### config.mk
export PLATFORM = sky130hd
export DESIGN_NAME = header_pin_counter
export DESIGN_NICKNAME = d
export VERILOG_FILES = /design/src/rtl/hdr_pkg.sv /design/src/rtl/header_pin_counter.sv
export SDC_FILE = /design/constraint.sdc
export NUM_CORES = 1
export LEC_CHECK = 0
export CAP_MARGIN = 20
export CORE_AREA = 4 4 41 43
export CTS_CLUSTER_SIZE = 25
export DETAILED_ROUTE_END_ITERATION = 8
export DIE_AREA = 0 0 45 47
export MAX_ROUTING_LAYER = met4
export PLACE_DENSITY_LB_ADDON = 0.05
export SYNTH_ARGS = -nofsm -noshare
export SYNTH_HDL_FRONTEND = slang
export SYNTH_SLANG_ARGS = --single-unit
### constraint.sdc
create_clock -name clk -period 2.8 [get_ports clk]
set_input_delay 0.42 -clock clk [delete_from_list [all_inputs] [get_ports clk]]
set_output_delay 0.42 -clock clk [all_outputs]
set_load 0.01 [all_outputs]
### src/rtl/hdr_pkg.sv
// Shared header definitions: pin count, measurement FSM encoding and a range helper.
package hdr_pkg;

  localparam int unsigned NUM_PINS = 37;
  localparam int unsigned SEL_W    = 6;

  typedef enum logic [1:0] {
    ST_IDLE   = 2'd0,
    ST_SETTLE = 2'd1,
    ST_GATE   = 2'd2,
    ST_EVAL   = 2'd3
  } hdr_state_e;

  function automatic logic in_window(input int unsigned val, input int unsigned lo,
                                     input int unsigned hi);
    return (val >= lo) && (val <= hi);
  endfunction

endpackage

### src/rtl/header_pin_counter.sv
// One header pin: 2-FF synchroniser, history flop, rising-edge detect and saturating counter.
module header_pin_counter
  import hdr_pkg::*;
#(
  parameter int unsigned EDGE_W = 8
) (
  input  logic              clk,
  input  logic              rst,
  input  logic              pin_in,
  input  logic              clear,
  input  logic              enable,
  output logic [EDGE_W-1:0] count
);

  logic              sync1_q, sync2_q, hist_q;
  logic [EDGE_W-1:0] count_q, count_d;
  logic              rise;

  always_comb begin
    rise    = sync2_q & ~hist_q;
    count_d = count_q;
    if (clear) begin
      count_d = '0;
    end else if (enable && rise && (count_q != {EDGE_W{1'b1}})) begin
      count_d = count_q + EDGE_W'(1);
    end
  end

  always_ff @(posedge clk or posedge rst) begin
    if (rst) begin
      sync1_q <= 1'b0;
      sync2_q <= 1'b0;
      hist_q  <= 1'b0;
      count_q <= '0;
    end else begin
      sync1_q <= pin_in;
      sync2_q <= sync1_q;
      hist_q  <= sync2_q;
      count_q <= count_d;
    end
  end

  assign count = count_q;

endmodule

======== Word-level counts from Yosys, hierarchy flattened ========
Index checks and enable logic that the tools add are counted.
Widths: inputs -> output; s select.
storage, ports and cells
  bits in registers ....................... 11
  input port bits ......................... 5
  output and inout bits ................... 8
operators by class
  add/subtract/negate cells ............... 1
  equality and inequality tests ........... 1
  mux-type cells .......................... 2
  bitwise logic cells ..................... 2
  reduce and logical (&&, ||, !) cells .... 3
operators by type and width
  kind                 number
  $mux 8               2
  $add 8x1->8 const B  1
  $ne 8x8->1 const B   1
  $logic_and 1x1->1    2
  $reduce_bool 2->1    1
  $and 1x1->1          1
  $not 1->1            1

======== Longest topological paths before layout ========
  word-level depth ........................ 6
  depth in mapped cells ................... 4
  depth with buffers taken out ............ 4

======== Worst setup path before layout ========
Ideal clock, no wire load.
  path type ............................... register to register
  from .................................... register count_q[0], in the netlist count[0]
  to ...................................... register count_q[4], in the netlist count[4]
  library setup time ...................... 0.099 ns
  arrival time ............................ 1.293 ns
  slack ................................... 1.408 ns
  stages on the path, launching flop included .. 5
  clock period less this slack ............ 1.392 ns
  cells stage by stage .................... dfrtp_1 ha_1 and2_0 and2_1 a311oi_1
between the ends
  cells in the longest elaborated chain, start to end .. 3
RTL lines
  what                                                RTL line                                            source
  start, declared                                     header_pin_counter.sv:16                            logic [EDGE_W-1:0] count_q, count_d;
  start signal, assigned                              header_pin_counter.sv:39                            count_q <= count_d;
  $add 8x1->8 / $ne 8x8->1 (equally long branches)    header_pin_counter.sv:25, header_pin_counter.sv:24
  $mux 8 / $logic_and 1x1->1 (equally long branches)  header_pin_counter.sv:24                            end else if (enable && rise && (count_q != {EDGE_W{1'b1}})) begin
  $mux 8 / $reduce_bool 2->1 (equally long branches)  n/a
Parallel ways exist; a longest one is shown, timed or not. The select of a mux whose other input is x is not followed.
A chain may end at the register's enable or synchronous reset.

======== Final worst setup path ========
  from .................................... register count_q[6], in the netlist count[6]
  to ...................................... output port count[6]
RTL lines
  what           RTL line                  source
  end, declared  header_pin_counter.sv:12  output logic [EDGE_W-1:0] count
No word-level cell between the ends.

==> flow_summary.json <==
{
  "outcome": "complete, no violations",
  "cts.clk_slew.worst_paths_ns": 0.07,
  "timing.critical_path.to_type": "output pin",
  "cts_hold_buf": 0,
  "post_synth_edffs": 0,
  "worstPathArrival_ns": 1.27,
  "antenna_found_initial": 0,
  "final_cell_mix": "sky130_fd_sc_hd__clkdlybuf4s50_1, sky130_fd_sc_hd__dfrtp_1, sky130_fd_sc_hd__a211oi_1",
  "first_global_vias": 442,
  "dominant_register_cell_in_the_synthesized_netlist": "sky130_fd_sc_hd__dfrtp_1",
  "crit_path_top_delay_cell": "sky130_fd_sc_hd__clkdlybuf4s50_1",
  "tightestPinTransition_ns": 0.421,
  "min_from": "sync1_q$_DFF_PP0_",
  "fmax_ghz": 0.593,
  "fillCellCount": 124,
  "pins_over_their_slew_limit": 0,
  "rsz_0062_raised_after_global_routing": "no",
  "final_antenna_net_count": 0,
  "p_clk_share_pct": 37.0,
  "post_drt_wl_per_cell_um": 14.1,
  "clock_root_buffer_master": "sky130_fd_sc_hd__clkbuf_4",
  "cts_tree": "yes",
  "power.density_cell_area_nw_per_um2": 411,
  "chipWidth_um": 45,
  "grt_first_pass_wirelength_um": 1930,
  "tritoncts.num_buffers": 3,
  "cts_post_setup_buffers_inserted": 0,
  "post_synth_inst_count": 50,
  "post_route_cells_drive_above_1_share_pct": 14.1,
  "firstDrtPassIters": 4,
  "timing.rr.start": "count[0]$_DFFE_PP0P_",
  "crit_path_cell_trace": "clkdlybuf4s50_1",
  "minimum_clock_period_after_layout_ns": 1.69,
  "place_hpwl_um": 794,
  "seqPwrFrac_pct": 56.1,
  "switching_power_w": 0.0000645,
  "floorplan.initialDensity_pct": 43.2,
  "post_synth_num_cell_types": 26,
  "drcViolationCount": 0,
  "critical_path.max_fanout": 6,
  "totalNegativeSetupSlack_ns": 0,
  "part_of_the_cycle_the_worst_path_needs_pct": 60.2,
  "ys_async_sr_fraction_pct": 100,
  "worst-setup-path-type": "flip-flop to output pin",
  "vias_after_detailed_routing": 450,
  "final.hold.worst_slack_ns": 0.358,
  "mappedNetlistNets": 56,
  "syn_area_um2": 562,
  "total_power_w": 0.000292,
  "antenna_cells": 0,
  "finalWirelength_um": 1120,
  "synth-warning-count": 0,
  "area.sequential_um2": 275,
  "cell_internal_pwr_w": 0.000228,
  "whs_path_depth": 0,
  "crit_buf_inv": 1,
  "drv.max_cap_violation_count": 0,
  "timing.critical_path.required_ns": 2.38,
  "worst_hold_check_path_type": "flip-flop to flip-flop",
  "finalSetupViolCount": 0,
  "synth.ff_latch_count": 11,
  "placementRows": 13,
  "ctsHtreeMaxLevel": 1,
  "route.detailed.vias_per_inst": 5.70,
  "vdd_drop_max_mv": 0.221,
  "power.share.switching_pct": 22.1,
  "whs_endpoint": "sync2_q$_DFF_PP0_",
  "reg2reg_setup_slack_ns": 1.31,
  "comb_power_share_pct": 6.9,
  "die_area_um2": 2120,
  "fin_worst_skew_ns": 0.00332,
  "maximum_number_of_pins_on_one_net_before_global_route_repair": 12,
  "post_cts_resized": 0,
  "synthesized_area_per_cell_um2": 11.2,
  "fin_nets": 71,
  "crit-reg2reg-capture": "count[4]$_DFFE_PP0P_",
  "startpoint_kind_of_the_worst_setup_timing_path": "flip-flop",
  "layout-area-overhead-vs-synth_pct": 26.7,
  "critPathMaxStageDelay_ns": 0.57,
  "worstSkewPairLatency_ns": 0.27,
  "die_y_um": 47,
  "routabilityCongestion": 0.720,
  "timing_hold_violations_final": 0,
  "power.static_leakage_nw": 0.303,
  "commonest_non_fill_non_tap_cell_in_the_layout": "sky130_fd_sc_hd__clkdlybuf4s50_1",
  "top_level_ports": 13,
  "clock-sinks": 11,
  "multi_input_comb_area_um2": 268,
  "timing.slew.headroom_pct": 71.9,
  "port-buffer-count": 12,
  "grt_usage_pct": 13.6,
  "path_delay_family": "buffers and inverters",
  "grt_remaining_overflow": 0,
  "seq_area_frac_synth_pct": 49.0,
  "core_area_um2": 1300,
  "drtIter0Drc": 6,
  "clock_path_buffers": 2,
  "worst_r2r_path_depth": 4
}
-- cells in the mapped netlist, types with 2 or more instances --
library cell / count / area, µm²
sky130_fd_sc_hd__and3_1: 3 / 18.8
sky130_fd_sc_hd__a211oi_1: 4 / 30.0
sky130_fd_sc_hd__and2_1: 2 / 12.5
sky130_fd_sc_hd__nor2_1: 2 / 7.51
sky130_fd_sc_hd__and3_2: 2 / 15.0
sky130_fd_sc_hd__a21oi_1: 2 / 10.0
sky130_fd_sc_hd__nor2b_1: 2 / 12.5
sky130_fd_sc_hd__dfrtp_1: 11 / 275
sky130_fd_sc_hd__a311oi_1: 2 / 17.5
sky130_fd_sc_hd__nand2b_1: 2 / 12.5
sky130_fd_sc_hd__a31oi_1: 3 / 18.8
-- area by class of cell --
cell class | instances | share of cell area [%]
inverter | 1 | 0.527
clock buffer | 4 | 3.69
tap | 15 | 2.64
timing repair buffer | 12 | 16.9
sequential | 11 | 38.7
multi-input combinational | 36 | 37.6
-- power groups by stage --
stage               Clock [W]  Sequential [W]  Combinational (W)
floorplan                   0        0.000167          0.0000119
finish               0.000108        0.000164          0.0000202
global placement            0        0.000167          0.0000202
CTS                  0.000114        0.000164          0.0000207
detailed placement          0        0.000167          0.0000207
global route         0.000119        0.000164          0.0000224
-- state kept, by name, summed over array words and instances (netlist names) --
| register | cells |
|---|---|
| hist_q | 1 |
| sync2_q | 1 |
| sync1_q | 1 |
| count | 8 |
-- how the worst max path moves through the flow --
stage | start | to | slack, ns | cells past startpoint
finish | count[6]$_DFFE_PP0P_ | count[6] | 1.11 | 1
global route | count[3]$_DFFE_PP0P_ | count[3] | 1.02 | 1
floorplan | count[0]$_DFFE_PP0P_ | count[4]$_DFFE_PP0P_ | 1.41 | 4
global placement | enable | count[0]$_DFFE_PP0P_ | 0.98 | 4
detailed placement | enable | count[0]$_DFFE_PP0P_ | 0.95 | 4
CTS | count[3]$_DFFE_PP0P_ | count[3] | 1.09 | 1
-- kinds of logic (layout without fill, tap and decap cells) --
group           after synthesis  count (layout)  synth area share, %
buf+inv                       3              17                 3.34
mux                           2               2                 4.45
simple gates                 19              19                 21.8
flops                        11              11                 49.0
fa+ha+maj                     1               1                 2.23
compound gates               14              14                 19.2
-- per-stage QoR --
stage,cells,cell area (µm²),setup WS [ns],util (%)
3_5_place_dp,75,686,0.955,52.7
6_report,79,712,1.11,54.7
4_1_cts,79,712,1.09,54.7
2_1_floorplan,50,562,1.41,-
3_3_place_gp,75,686,0.982,52.7
5_1_grt,79,712,1.02,54.7
-- metal layers --
layer	vias to the layer above	global-route usage (%)	routed length, µm
met5	-	-	0
met4	0	7.02	17
met2	17	19.2	502
met3	5	3.45	64
met1	211	17.7	532
li1	217	-	-
Note: power is estimated with default switching activity, not from simulation.
